==> config.mk <==
export PLATFORM = sky130hd
export DESIGN_NAME = uart_tx_buffered
export DESIGN_NICKNAME = d
export VERILOG_FILES = /design/src/rtl/uart_pkg.sv /design/src/rtl/uart_tx_fifo.sv /design/src/rtl/uart_tx_buffered.sv
export SDC_FILE = /design/constraint.sdc
export NUM_CORES = 1
export LEC_CHECK = 0
export CAP_MARGIN = 20
export CORE_UTILIZATION = 39
export DETAILED_ROUTE_END_ITERATION = 10
export HOLD_SLACK_MARGIN = 0.05
export PLACE_DENSITY_LB_ADDON = 0.25
export SKIP_LAST_GASP = 1
export SYNTH_ARGS = -nofsm -noshare
export SYNTH_HDL_FRONTEND = slang
export SYNTH_SLANG_ARGS = --single-unit
==> constraint.sdc <==
create_clock -name clk -period 7.1 [get_ports clk]
set_input_delay 1.42 -clock clk [delete_from_list [all_inputs] [get_ports clk]]
set_output_delay 1.42 -clock clk [all_outputs]
set_load 0.03 [all_outputs]
==> src/rtl/uart_pkg.sv <==
// Shared UART definitions: frame geometry, line levels and the TX state encoding.
// The RX path imports the same constants so both sides agree on the frame format.
package uart_pkg;

    localparam int unsigned UART_DATA_BITS  = 8;
    localparam int unsigned UART_FRAME_BITS = 11;

    localparam logic UART_START_LVL = 1'b0;
    localparam logic UART_STOP_LVL  = 1'b1;

    typedef enum logic [2:0] {
        ST_IDLE,
        ST_START,
        ST_DATA,
        ST_PARITY,
        ST_STOP
    } uart_state_e;

    function automatic logic uart_even_parity(input logic [UART_DATA_BITS-1:0] d);
        return ^d;
    endfunction

endpackage

==> src/rtl/uart_tx_fifo.sv <==
// Single-clock byte FIFO with a registered occupancy count and registered full flag.
// A push while full is dropped even if a pop happens in the same cycle.
module uart_tx_fifo #(
    parameter int unsigned DEPTH = 8,
    parameter int unsigned WIDTH = 8
) (
    input  logic                     clk,
    input  logic                     l_ready_reset,
    input  logic                     push,
    input  logic [WIDTH-1:0]         din,
    input  logic                     pop,
    output logic                     full,
    output logic                     empty,
    output logic [$clog2(DEPTH):0]   count,
    output logic [WIDTH-1:0]         dout
);

    localparam int unsigned AW = $clog2(DEPTH);

    logic [WIDTH-1:0] mem_q [DEPTH];
    logic [AW-1:0]    wr_ptr_q, wr_ptr_d;
    logic [AW-1:0]    rd_ptr_q, rd_ptr_d;
    logic [AW:0]      count_q, count_d;
    logic             full_q, full_d;
    logic             push_ok, pop_ok;

    always_comb begin
        push_ok  = push && !full_q;
        pop_ok   = pop && (count_q != '0);
        wr_ptr_d = wr_ptr_q;
        rd_ptr_d = rd_ptr_q;
        count_d  = count_q;
        if (push_ok) begin
            wr_ptr_d = wr_ptr_q + AW'(1);
        end
        if (pop_ok) begin
            rd_ptr_d = rd_ptr_q + AW'(1);
        end
        unique case ({push_ok, pop_ok})
            2'b10:   count_d = count_q + (AW+1)'(1);
            2'b01:   count_d = count_q - (AW+1)'(1);
            default: count_d = count_q;
        endcase
        full_d = (count_d == (AW+1)'(DEPTH));
    end

    always_ff @(posedge clk or posedge l_ready_reset) begin
        if (l_ready_reset) begin
            wr_ptr_q <= '0;
            rd_ptr_q <= '0;
            count_q  <= '0;
            full_q   <= 1'b0;
        end else begin
            wr_ptr_q <= wr_ptr_d;
            rd_ptr_q <= rd_ptr_d;
            count_q  <= count_d;
            full_q   <= full_d;
        end
    end

    always_ff @(posedge clk) begin
        if (push_ok) begin
            mem_q[wr_ptr_q] <= din;
        end
    end

    assign full  = full_q;
    assign empty = (count_q == '0);
    assign count = count_q;
    assign dout  = mem_q[rd_ptr_q];

endmodule

==> src/rtl/uart_tx_buffered.sv <==
// Buffered UART transmitter: FIFO front end feeding an 8E1 serialiser.
// Frames go out back to back while the FIFO has data; the line idles high.
module uart_tx_buffered
    import uart_pkg::*;
#(
    parameter int unsigned CLKS_PER_BIT = 5208,
    parameter int unsigned FIFO_DEPTH   = 8
) (
    input  logic                          clk,
    input  logic                          l_ready_reset,
    input  logic [UART_DATA_BITS-1:0]     data,
    input  logic                          write,
    output logic                          full,
    output logic                          overflow,
    output logic [$clog2(FIFO_DEPTH):0]   count,
    output logic                          busy,
    output logic                          tx_o
);

    localparam int unsigned BAUD_W = $clog2(CLKS_PER_BIT);

    uart_state_e               state_q, state_d;
    logic [BAUD_W-1:0]         baud_q, baud_d;
    logic [2:0]                bit_idx_q, bit_idx_d;
    logic [UART_DATA_BITS-1:0] shift_q, shift_d;
    logic                      parity_q, parity_d;
    logic                      tx_q, tx_d;
    logic                      line_active_q, line_active_d;

    logic                      fifo_pop;
    logic                      fifo_empty;
    logic [UART_DATA_BITS-1:0] fifo_dout;
    logic                      bit_end;

    uart_tx_fifo #(
        .DEPTH (FIFO_DEPTH),
        .WIDTH (UART_DATA_BITS)
    ) u_fifo (
        .clk           (clk),
        .l_ready_reset (l_ready_reset),
        .push          (write),
        .din           (data),
        .pop           (fifo_pop),
        .full          (full),
        .empty         (fifo_empty),
        .count         (count),
        .dout          (fifo_dout)
    );

    assign bit_end = (baud_q == BAUD_W'(CLKS_PER_BIT - 1));

    always_comb begin
        state_d       = state_q;
        baud_d        = bit_end ? '0 : baud_q + BAUD_W'(1);
        bit_idx_d     = bit_idx_q;
        shift_d       = shift_q;
        parity_d      = parity_q;
        fifo_pop      = 1'b0;
        tx_d          = UART_STOP_LVL;
        line_active_d = (state_q != ST_IDLE);

        unique case (state_q)
            ST_IDLE: begin
                baud_d = '0;
                if (!fifo_empty) begin
                    fifo_pop = 1'b1;
                    shift_d  = fifo_dout;
                    parity_d = uart_even_parity(fifo_dout);
                    state_d  = ST_START;
                end
            end
            ST_START: begin
                tx_d = UART_START_LVL;
                if (bit_end) begin
                    bit_idx_d = '0;
                    state_d   = ST_DATA;
                end
            end
            ST_DATA: begin
                tx_d = shift_q[0];
                if (bit_end) begin
                    shift_d   = shift_q >> 1;
                    bit_idx_d = bit_idx_q + 3'd1;
                    if (bit_idx_q == 3'd7) begin
                        state_d = ST_PARITY;
                    end
                end
            end
            ST_PARITY: begin
                tx_d = parity_q;
                if (bit_end) begin
                    state_d = ST_STOP;
                end
            end
            ST_STOP: begin
                tx_d = UART_STOP_LVL;
                if (bit_end) begin
                    // Chain straight into the next frame to avoid an idle cycle.
                    if (!fifo_empty) begin
                        fifo_pop = 1'b1;
                        shift_d  = fifo_dout;
                        parity_d = uart_even_parity(fifo_dout);
                        state_d  = ST_START;
                    end else begin
                        state_d = ST_IDLE;
                    end
                end
            end
            default: begin
                state_d = ST_IDLE;
            end
        endcase
    end

    // The pin is registered, so it trails the state by one cycle; busy spans the pin activity.
    always_ff @(posedge clk or posedge l_ready_reset) begin
        if (l_ready_reset) begin
            state_q       <= ST_IDLE;
            baud_q        <= '0;
            bit_idx_q     <= '0;
            shift_q       <= '0;
            parity_q      <= 1'b0;
            tx_q          <= UART_STOP_LVL;
            line_active_q <= 1'b0;
        end else begin
            state_q       <= state_d;
            baud_q        <= baud_d;
            bit_idx_q     <= bit_idx_d;
            shift_q       <= shift_d;
            parity_q      <= parity_d;
            tx_q          <= tx_d;
            line_active_q <= line_active_d;
        end
    end

    assign tx_o     = tx_q;
    assign overflow = write && full;
    assign busy     = (state_q != ST_IDLE) || !fifo_empty || line_active_q;

endmodule

==> summary by stage, run 1 <==
Routing
The number of optimization iterations in the first detailed-route pass is 4. Using the TritonRoute via totals, the vias-per-cell ratio works out to 4.99. After detailed routing, the total wire length is 7630 um. The residual antenna-violating net count after detailed routing is 0. In the final routed layout, each cell accounts on average for 16.2 um. The remaining design rule violation count is 0. After the first detailed-routing iteration, the DRC count stood at 72. The total via count after detailed routing is 2357.

Placement
The instance area after placement is 0.00495 mm2. The worst setup slack after placement is 3.02 ns. Routability-driven placement finished with a final weighted congestion of 0.709.

The HPWL reported at the end of detailed placement is 4960 um. The number of buffer cells added on primary ports is 18.

GRT
The wire length of the first global-routing pass is 12500 um. Summed over all layers, the global routing overflow is 0. The number of global-route vias before repair was 2377. The number of antenna violations at the first check in global routing came to 0. Entering global routing, the biggest net connects 35 pins.

The global routing usage summed across all routing layers is 13.6%.

Synthesis
The synthesized design contains 64 enable-type register cells. After Yosys synthesis, XOR and XNOR cells account for 5.12% of the synthesized area. The dominant cell type by area after synthesis is edfxtp_1. Sequential elements use 63.8% of the synthesized area. The total number of yosys warnings is 0.

When the netlist entered floorplanning its net count stood at 321. The cell area that synthesis handed to floorplanning was 0.00462 mm2. Summing the areas of all and, or, nand and nor instances in the mapped netlist gives 8.72% of the synthesized area. The average size of a mapped cell is 15.3 um2. The number of distinct library cell variants in the gate-level netlist after synthesis is 43. The top cell type by area accounts for 41.6% of the synthesized area. The combinational family with the most area after synthesis is multiplexers. The synthesized flop and latch total is 105. The adder-cell area share of the yosys netlist is 2.60%. Among all flip-flop cells after synthesis, the most frequent one is edfxtp_1. After synthesis, the share of flip-flops with an asynchronous set or reset is 39.0%. The mux share of post-synthesis cell area is 14.1%. The instance count of the mapped netlist is 301. The compound-cell area share of the yosys netlist is 3.47%. By area the synthesized netlist is led by edfxtp_1 (42%), dfrtp_1 (22%), mux4_2 (4.4%).

Floorplan
The height of the die is 111 um. The die covers 0.0123 mm2. The core region is 0.0115 mm2. The floorplan has 39 rows. The initial utilization of the core area, before any placement, comes to 40.3%.

In this run the horizontal extent of the chip is 111 um. The number of ports placed on the die boundary is 19.

Setup path
At the worst endpoint, the required time is 5.68 ns. The worst setup path is captured at an output port. The terminus of the critical flop-to-flop path is u_fifo.full$_DFF_PP0_.

Data on the critical path arrives at its endpoint at 2.66 ns. The critical path in this run is classified as input pin to output port. The setup check on the worst reg-to-reg path leaves a slack of 3.57 ns.

The worst register-to-register path has a depth of 12. STA classifies the critical path startpoint as an input pin. The worst register-to-register path begins at baud_q[0]$_DFF_PP0_. The worst-path maximum fanout is 2.

Pwr
Power spread over the standard cell area amounts to 403 mW/mm2. Summed over all nets, the switching power comes to 0.000668 W. Per report_power, the sequential group accounts for 42.1% of the total. The switching portion of total power is 31.3%.

The internal power summed over all cells is 0.00146 W. The worst-case IR drop observed on VDD is 211 uV. The combinational share of power is 31.7%. The static leakage power is 1.98 nW.

The share of total power in the clock network is 26.2%.

Timing
The count of pins over their slew limit is 0. The tightest hold path in the finished design has a slack of 0.481 ns. The headroom to the max-slew limit is 34.6%.

The setup TNS is 0 ns. Setup repair after global routing left no endpoint under its margin. The number of failing setup endpoints in the final timing report is 0. The count of endpoints failing hold in the final timing report is 0. For the pin with the worst max-slew slack, the measured transition is 0.972 ns. After layout, the worst path uses 57.5% of the clock period.

The final worst setup slack is 3.02 ns. The final critical delay including setup and external delays is 4.08 ns. The maximum clock skew at final layout is 0.00871 ns. The maximum clock frequency is 245 MHz.

CTS
The largest buffer count on any clock path is 2. The source-to-sink clock delay at the later pin of the worst-skew pair is 0.35 ns. The tree built by TritonCTS fans out to 105 sinks. After clock tree synthesis, the setup repair step added 0 buffers. Buffers inserted to repair hold after CTS numbered 0. TritonCTS built the clock tree. The number of buffers created by CTS is 9. The cell chosen for the clock root is clkbuf_16. After clock tree synthesis, the repair step resized 0 gates. The clock transition at the registers of the reported paths is 0.07 ns.

The H-tree was split into 3 levels.

Final layout
Leaving out fill and tap cells, the most frequent cells in the layout are edfxtp_1 (64), dfrtp_1 (40), nor2_1 (26). The number of nets at the end of the flow is 344. The final core area utilization is 46.1%.

The cell area after layout is 0.00529 mm2. The library cell used most frequently in the layout, excluding fill and tap cells, is edfxtp_1. The filler cells instantiated in the layout total 992. The total inserted antenna cells is 0. Across the whole layout, storage elements account for 0.00295 mm2.

Of the cells placed in the final design, the portion with a size suffix greater than 1 is 14.0%. In the final layout, the multi-input gates occupy 0.00157 mm2. The area growth from synthesis to layout is 14.5%.

Hold path
The path with the worst hold slack has its endpoint at baud_q[0]$_DFF_PP0_. Along the worst hold path, the cell count comes to 1. The tightest min-delay check is of the register to register type. In this run the most critical hold path is launched from baud_q[0]$_DFF_PP0_.

Job
The max-capacitance violation count is 0.

Run status
The run finished with clean final reports.
-- routing by layer --
layer	GRT usage, %	part of all wire [%]	vias up
met5	0	0	-
met4	5.07	1.5	0
met3	4.32	2.4	7
met2	21.9	50	18
met1	17.3	47	1171
li1	-	-	1161
-- flip-flops by register name, indices dropped and copies added (netlist names), 3 cells and up --
register         flops
baud_q              13
bit_idx_q            3
shift_q              8
state_q              3
u_fifo.count         4
u_fifo.mem_q        64
u_fifo.rd_ptr_q      3
u_fifo.wr_ptr_q      3
-- power by group through the flow --
stage	sequential, W	clock, W	combinational (W)
2_1_floorplan	0.000885	0	0.000563
3_3_place_gp	0.000910	0	0.000676
3_5_place_dp	0.000912	0	0.000687
4_1_cts	0.000901	0.000572	0.000688
5_1_grt	0.000917	0.000597	0.000733
6_report	0.000897	0.000557	0.000675
-- per-stage QoR --
stage | power (W) | std cells
after floorplan | 0.00145 | 301
after global placement | 0.00159 | 456
after detailed placement | 0.00160 | 456
after CTS | 0.00216 | 472
after global routing | 0.00225 | 472
final | 0.00213 | 472
-- cell families (layout without fill, tap and decap cells) --
family / after synthesis / in the layout
buffers and inverters: 19 / 47
multiplexers: 35 / 35
XOR/XNOR: 27 / 27
adder cells (fa/ha/maj): 9 / 9
flip-flops: 105 / 105
AO/OA/AOI/OAI: 25 / 25
AND/OR/NAND/NOR: 81 / 81
-- how the worst max path moves through the flow --
stage / startpoint / endpoint / slack (ns) / cells after the start
final: write / overflow / 3.02 / 3
after global routing: write / overflow / 2.99 / 3
after detailed placement: write / overflow / 3.02 / 3
after floorplan: write / u_fifo.full$_DFF_PP0_ / 3.85 / 10
after CTS: write / overflow / 3.01 / 3
after global placement: write / overflow / 3.02 / 3
-- synthesized netlist by cell type, types with 2 or more instances --
| master | n |
|---|---|
| edfxtp_1 | 64 |
| dfrtp_1 | 40 |
| nor2_1 | 26 |
| nand2_1 | 20 |
| xnor2_1 | 16 |
| xor2_1 | 11 |
| and3_1 | 10 |
| mux4_2 | 9 |
| o21ai_1 | 9 |
| a21oi_1 | 8 |
| ha_1 | 8 |
| clkbuf_1 | 7 |
| inv_1 | 7 |
| mux2_2 | 7 |
| mux4_1 | 7 |
| mux2i_1 | 5 |
| mux2i_4 | 5 |
| nand3_1 | 5 |
| and2_1 | 3 |
| nand2b_1 | 3 |
| nor3_1 | 3 |
| nor4b_1 | 3 |
| o21ai_0 | 3 |
| mux2_1 | 2 |
| nor4_1 | 2 |
-- worst max-delay path, stage by stage --
cell             delay, ns
clkdlybuf4s50_1       0.46
and2_1                0.11
clkdlybuf4s50_1       0.67
-- layout make-up --
cell class              instances  share of cell area (%)
flip-flops and latches        105                    55.8
multi-input cells             177                    29.7
clock buffers                   9                    4.26
repair buffers                 23                    4.12
well taps                     143                    3.38
clock inverters                 7                    2.20
inverters                       8                   0.568
No activity file was read; power rests on OpenSTA's default activity.
==> run 2, diff against run 1 <==
Clock period 7.1 ns to 3.56 ns, I/O delays scaled along.
==> run 2 against run 1 <==
Worst hold slack got worse by 0.0042 ns. Design area is 1.4% higher. Sequential power is 100% higher. Wire length is 0.79% lower. Critical path type is now register to register. Clock power is 89% higher. First-iteration DRC count is 85% higher. Critical endpoint is now u_fifo.full$_DFF_PP0_. Largest cell class unchanged. Highest routed layer unchanged. Clock skew is 0.0022 ns higher.
==> summary by stage, run 2 (synthesized netlist as in run 1, its figures left out) <==
Setup path
The logic depth of the worst path, buffers included is 12 (+9). The most frequent cell on the critical path is ha_1. On the critical path the largest part of the delay comes from simple AND/OR/NAND/NOR gates. The required time of the critical path is 3.82 ns (-1.86 ns). The worst register-to-register path begins at baud_q[0]$_DFF_PP0_. The number of cells on the worst reg-to-reg path came to 12 (unchanged). In this run the worst setup path terminates at u_fifo.full$_DFF_PP0_. Among all stages on the critical path, the largest delay is contributed by a2111oi_4. Traced cell by cell, the critical path runs through ha_1 -> nor4bb_1 -> nand3_1 -> a2111oi_4 -> ha_1 -> ha_1 -> a21o_1 -> a21oi_1 -> xnor2_1 -> nor2_1 -> xor2_1 -> nor4b_1. The terminus of the critical flop-to-flop path is u_fifo.full$_DFF_PP0_. The category of the worst setup path launch point is a register. The reg2reg setup slack came to 0.52 ns (-3.05 ns).

The endpoint arrival time on the critical path was 3.30 ns (+0.64 ns). The setup path with the least slack is of type register to register. The worst stage delay on the critical path is 0.42 ns (-0.25 ns). The worst-path maximum fanout is 4 (+2).

The nature of the critical path endpoint is a register. The launching element of the worst setup path is baud_q[0]$_DFF_PP0_. The number of buffers and inverters on the critical path came to 0 (-2).

Routing
The number of optimization iterations in the first detailed-route pass is 4 (unchanged). The total via count after detailed routing is 2460 (+4.4%). The routed via count divided by cell count is 5.08 (+1.8%). The average detailed-routed wire length per instance is 15.6 um (-3.2%). The remaining design rule violation count is 0 (unchanged). The detailed router's first-iteration violation count is 133 (+85%).

The residual antenna-violating net count after detailed routing is 0 (unchanged). The post-detailed-routing wire length came to 7570 um (-0.79%).

Final layout
The share of post-route cells with drive strength above 1 is 17.0% (+3.0 points). The area growth from synthesis to layout is 16.1%. The filler cell count in the final layout was 970 (-2.2%).

More flip-flops sit in one register than any other, and that register is u_fifo.mem_q. Leaving out fill and tap cells, the most frequent cells in the layout are edfxtp_1 (64), dfrtp_1 (40), nor2_1 (26). The number of flip-flops under the largest register name was 64 (unchanged). The final core area utilization came to 46.8% (+0.64 points). The most frequent standard cell in the layout excluding fill and tap cells is edfxtp_1. The largest registers in the layout are u_fifo.mem_q: 64 flops, baud_q: 13 flops, shift_q: 8 flops. The total inserted antenna cells is 0 (unchanged).

The storage element area is 0.00295 mm2 (unchanged). The multi-input gate area in the final layout is 0.00157 mm2 (unchanged). The number of nets at the end of the flow is 356 (+3.5%).

Timing
The count of pins over their slew limit is 0 (unchanged). The final critical delay including setup and external delays is 3.04 ns. Dividing the final minimum period by the clock period gives 85.4%.

The setup TNS is 0 ns (unchanged). The count of endpoints failing hold in the final timing report is 0 (unchanged). Setup repair after global routing left no endpoint under its margin. Timing would allow up to 329 MHz. The slew at the pin closest to its max-slew limit is 0.841 ns (-0.131 ns). The maximum clock skew at final layout is 0.0109 ns (+0.00218 ns). The final worst hold slack is 0.477 ns (-0.00416 ns). The number of failing setup endpoints in the final timing report is 0 (unchanged). The headroom to the max-slew limit came to 44.0% (+9.3 points).

CTS
TritonCTS built the clock tree. The largest buffer count on any clock path came to 2 (unchanged). The maximum level of the CTS H-tree came to 3 (unchanged).

The hold-fix buffer count after cts is 0 (unchanged). The source-to-sink clock delay at the later pin of the worst-skew pair is 0.36 ns (about the same). The clock transition at the registers of the reported paths came to 0.08 ns (about the same). The number of buffers created by CTS is 9 (unchanged). The number of post-CTS setup repair buffers is 0 (unchanged). The cell chosen for the clock root is clkbuf_16. The number of sinks handled by clock tree synthesis is 105 (unchanged). The number of gates given a new drive strength after cts is 0 (unchanged).

Floorplan
The area of the die came to 0.0123 mm2 (unchanged). The width of the die is 111 um (unchanged). The core area is 0.0115 mm2 (unchanged).

The cell row count came to 39 (unchanged). The number of ports placed on the die boundary was 19 (unchanged). The height of the die was 111 um (unchanged). The initial standard-cell utilization of the core is 40.3% (unchanged).

Pwr
The cell area power density is 790 mW/mm2 (+96%). The internal power summed over all cells came to 0.00289 W (+98%). The switching portion of total power is 31.8% (+0.45 points). The worst ir drop on vdd is 448 uV (+110%).

The static leakage power is 2.04 nW (+2.8%). The combinational share of power came to 32.1% (+0.4 points). The net switching power is 0.00135 W (+100%). The share of total power in the clock network is 24.9% (-1.3 points). The sequential power share is 43.0% (+0.9 points).

Hold path
The depth of the worst hold-timing path is 1 (unchanged). The class of the tightest hold or removal check is register to register.

Job
The max-capacitance violation count came to 0 (unchanged).

GRT
The pin count of the biggest net entering global routing was 33 (-5.7%). The number of antenna violations at the first check in global routing is 0 (unchanged). The number of global-route vias before repair is 2438 (+2.6%).

The global routing usage summed across all routing layers is 13.6% (-0.038 points). The residual overflow from global routing is 0 (unchanged). The wire length of the first global-routing pass was 12600 um (+0.66%).

Placement
The HPWL reported at the end of detailed placement came to 5130 um (+3.6%). The routability-driven placement congestion ratio is 0.747 (+5.3%). The number of buffer cells added on primary ports is 18 (unchanged).

Run status
The flow ran to the end, and the final reports show no timing, DRC or antenna violations.
[run 2: cell count changes in the layout (fill, tap and decap cells not counted), sizes merged]
cell,previous run,this run
buf,5,17
bufinv,2,1
inv,12,13
[run 2: area by class of cell]
class | instances | area share, %
Sequential cell | 105 | 55.0
Multi-Input combinational cell | 177 | 29.3
Timing Repair Buffer | 35 | 5.74
Clock buffer | 9 | 4.20
Tap cell | 143 | 3.34
Clock inverter | 7 | 1.87
Inverter | 8 | 0.560
[run 2: worst min path at each step]
stage | from | to | slack (ns)
after global routing | baud_q[0]$_DFF_PP0_ | baud_q[0]$_DFF_PP0_ | 0.51
after CTS | baud_q[0]$_DFF_PP0_ | baud_q[0]$_DFF_PP0_ | 0.48
after global placement | baud_q[0]$_DFF_PP0_ | baud_q[0]$_DFF_PP0_ | 0.46
final | baud_q[0]$_DFF_PP0_ | baud_q[0]$_DFF_PP0_ | 0.48
after detailed placement | baud_q[0]$_DFF_PP0_ | baud_q[0]$_DFF_PP0_ | 0.47
after floorplan | baud_q[0]$_DFF_PP0_ | baud_q[0]$_DFF_PP0_ | 0.45
[run 2: power by group through the flow]
stage	sequential (W)	combinational [W]	clock, W
after floorplan	0.00177	0.00112	0
after global placement	0.00185	0.00137	0
after detailed placement	0.00185	0.00138	0
after CTS	0.00183	0.00138	0.00108
after global routing	0.00187	0.00149	0.00112
final	0.00182	0.00136	0.00105
[run 2: layer usage]
layer / part of all wire, % / global-route usage, % / vias up / routed length, um
met4: 2.2 / 6.40 / 0 / 165
li1: - / - / 1188 / -
met3: 3.0 / 3.88 / 16 / 227
met2: 48 / 21.7 / 23 / 3670
met1: 46 / 17.0 / 1233 / 3510
met5: 0 / 0 / - / 0
[run 2: stage by stage]
stage               total power (W)  setup WS, ns  cell area, um2  cells
floorplan                   0.00289         0.473            4620    301
global placement            0.00322         0.606            5040    468
detailed placement          0.00323         0.470            5040    468
CTS                         0.00430         0.494            5360    484
global route                0.00448         0.163            5360    484
finish                      0.00423         0.521            5360    484
==> run 3, diff against run 2 <==
Settings changed: CELL_PAD_IN_SITES_DETAIL_PLACEMENT set to 0, CELL_PAD_IN_SITES_GLOBAL_PLACEMENT set to 1, GPL_ROUTABILITY_DRIVEN set to 0.
==> run 3 against run 2 <==
Die area is the same. Non-clock buffer count fell by 1. Largest cell class unchanged. Register-to-register slack lost 0.03 ns. Wire length rose by 0.34%. Critical endpoint unchanged. Maximum frequency decreased by 0.88%. Utilization decreased by 0.23 points.
==> summary by stage, run 3 (synthesized netlist as in run 1, its figures left out) <==
Final layout
The filler-free cell count of the finished design is 483 (-0.21%). The total inserted antenna cells was 0 (unchanged). The area growth from synthesis to layout is 15.5%.

The largest registers in the layout are u_fifo.mem_q: 64 flops, baud_q: 13 flops, shift_q: 8 flops. The share of post-route cells with drive strength above 1 is 16.5% (-0.54 points). The number of flip-flops under the largest register name is 64 (unchanged). The top cell types in the final layout, fill and taps aside, are edfxtp_1 (64), dfrtp_1 (40), nor2_1 (26). Leaving out fill and tap cells, the most frequent cell in the layout is edfxtp_1. The register with the most flip-flops is u_fifo.mem_q. The number of nets at the end of the flow is 355 (-0.28%).

Routing
The average detailed-routed wire length per instance is 15.7 um (+0.55%). The routed via count divided by cell count is 4.99 (-1.9%). The remaining design rule violation count came to 0 (unchanged).

The total via count after detailed routing is 2409 (-2.1%). The post-detailed-routing wire length came to 7600 um (+0.34%). The detailed router's first-iteration violation count is 47 (-65%).

The residual antenna-violating net count after detailed routing is 0 (unchanged). The number of optimization iterations in the first detailed-route pass was 4 (unchanged).

CTS
TritonCTS built the clock tree. The hold-fix buffer count after cts is 0 (unchanged). The largest buffer count on any clock path is 2 (unchanged). The cell chosen for the clock root is clkbuf_16. The number of post-CTS setup repair buffers is 0 (unchanged). The maximum level of the CTS H-tree is 3 (unchanged). The number of gates given a new drive strength after cts came to 0 (unchanged). The clock transition at the registers of the reported paths was 0.07 ns (about the same). The source-to-sink clock delay at the later pin of the worst-skew pair was 0.34 ns (-0.02 ns). The number of buffers created by CTS is 9 (unchanged). The number of sinks handled by clock tree synthesis is 105 (unchanged).

Pwr
The static leakage power is 2.02 nW (-1.0%). The combinational share of power came to 32.7% (+0.6 points). The internal power summed over all cells came to 0.00281 W (-2.6%). The net switching power was 0.00130 W (-3.1%). The sequential power share was 44.3% (+1.3 points). The share of total power in the clock network is 23.1% (-1.8 points). The switching portion of total power is 31.7% (-0.12 points). The cell area power density is 772 mW/mm2 (-2.3%). The worst ir drop on vdd came to 318 uV (-29%).

Placement
The number of buffer cells added on primary ports is 18 (unchanged). The number of placed instances, taps included is 466 (-0.43%). The worst setup slack after placement is 0.508 ns (+0.0379 ns). The HPWL reported at the end of detailed placement came to 5060 um (-1.5%).

Setup path
The number of cells on the worst reg-to-reg path came to 12 (unchanged). The required time of the critical path was 3.79 ns (-0.03 ns). The nature of the critical path endpoint is a register.

The terminus of the critical flop-to-flop path is u_fifo.full$_DFF_PP0_. The endpoint arrival time on the critical path was 3.30 ns (about the same). The kind of critical path is register to register. STA classifies the critical path startpoint as a register. The reg2reg setup slack was 0.49 ns (-0.03 ns). The startpoint of the most critical register-to-register path is baud_q[0]$_DFF_PP0_.

The worst-path maximum fanout is 4 (unchanged).

Timing
The slew at the pin closest to its max-slew limit was 0.848 ns (+0.00702 ns). The count of pins over their slew limit is 0 (unchanged). The final critical delay including setup and external delays is 3.07 ns (+0.0271 ns). The maximum clock frequency is 326 MHz (-0.88%). The share of the clock period used by the worst path after layout came to 86.1% (+0.76 points). Setup repair after global routing left no endpoint under its margin. The final worst hold slack is 0.487 ns (+0.00974 ns). The setup TNS was 0 ns (unchanged). The headroom to the max-slew limit is 43.5% (-0.47 points).

The maximum clock skew at final layout is 0.0105 ns (-0.000412 ns). The number of failing setup endpoints in the final timing report is 0 (unchanged). The final worst setup slack is 0.494 ns (-0.0271 ns). The count of endpoints failing hold in the final timing report came to 0 (unchanged).

Floorplan
The width of the die is 111 um (unchanged). The number of ports placed on the die boundary was 19 (unchanged). The area of the die is 0.0123 mm2 (unchanged). The cell row count came to 39 (unchanged). The core area is 0.0115 mm2 (unchanged). The initial standard-cell utilization of the core is 40.3% (unchanged). The height of the die is 111 um (unchanged).

GRT
The pin count of the biggest net entering global routing is 27 (-18%). The global routing usage summed across all routing layers is 13.8% (+0.17 points). The number of global-route vias before repair is 2537 (+4.1%). The number of antenna violations at the first check in global routing is 0 (unchanged). The residual overflow from global routing came to 0 (unchanged).

The wire length of the first global-routing pass is 13100 um (+3.8%).

Hold path
The depth of the worst hold-timing path came to 1 (unchanged). The launch point of the worst hold path is baud_q[0]$_DFF_PP0_. The endpoint of the worst hold path is baud_q[0]$_DFF_PP0_. The tightest min-delay check is of the register to register type.

Run status
The flow ran to the end, and the final reports show no timing, DRC or antenna violations.

Job
The max-capacitance violation count is 0 (unchanged).
-- run 3: worst max-delay path: stages (launching register included) --
cell       delay [ns]
dfrtp_1          0.39
ha_1             0.23
nor4bb_1         0.28
nand3_1          0.17
a2111oi_4        0.41
ha_1             0.25
ha_1             0.24
a21o_1           0.18
a21oi_1          0.17
xnor2_1          0.08
nor2_1           0.11
xor2_1           0.18
nor4b_1          0.26
-- run 3: power by group through the flow --
stage                     logic, W  clock network, W  registers, W
after global placement     0.00135                 0       0.00185
after CTS                  0.00137          0.000984       0.00183
final                      0.00134          0.000951       0.00182
after floorplan            0.00112                 0       0.00177
after detailed placement   0.00136                 0       0.00185
after global routing       0.00149           0.00102       0.00187
-- run 3: worst max-delay path by stage --
stage	cells after the start	startpoint	to	slack, ns
detailed placement	12	baud_q[0]$_DFF_PP0_	u_fifo.full$_DFF_PP0_	0.51
floorplan	12	baud_q[0]$_DFF_PP0_	u_fifo.full$_DFF_PP0_	0.47
global route	12	baud_q[0]$_DFF_PP0_	u_fifo.full$_DFF_PP0_	0.12
CTS	12	baud_q[0]$_DFF_PP0_	u_fifo.full$_DFF_PP0_	0.45
finish	12	baud_q[0]$_DFF_PP0_	u_fifo.full$_DFF_PP0_	0.49
global placement	12	baud_q[0]$_DFF_PP0_	u_fifo.full$_DFF_PP0_	0.61
-- run 3: cell type report --
class                           instances  area [um2]
Timing Repair Buffer                   34         320
Clock buffer                           11         243
Fill cell                            1004        6130
Multi-Input combinational cell        177        1570
Tap cell                              143         179
Sequential cell                       105        2950
Clock inverter                          5        43.8
Inverter                                8        30.0
-- run 3: through the flow --
stage / total power (W) / util (%) / cell area [um2]
6_report: 0.00412 / 46.5 / 5340
5_1_grt: 0.00438 / 46.5 / 5340
4_1_cts: 0.00418 / 46.3 / 5310
3_5_place_dp: 0.00322 / 43.8 / 5020
3_3_place_gp: 0.00320 / 43.8 / 5020
2_1_floorplan: 0.00289 / - / 4620
-- run 3: metal layers --
layer  vias up  wire length [um]  GRT usage [%]  part of all wire, %
met1      1189              3520           17.3                   46
met2        27              3670           22.5                   48
li1       1183                 -              -                    -
met4         0               142           5.42                  1.9
met3        10               262           3.77                  3.4
met5         -                 0              0                    0
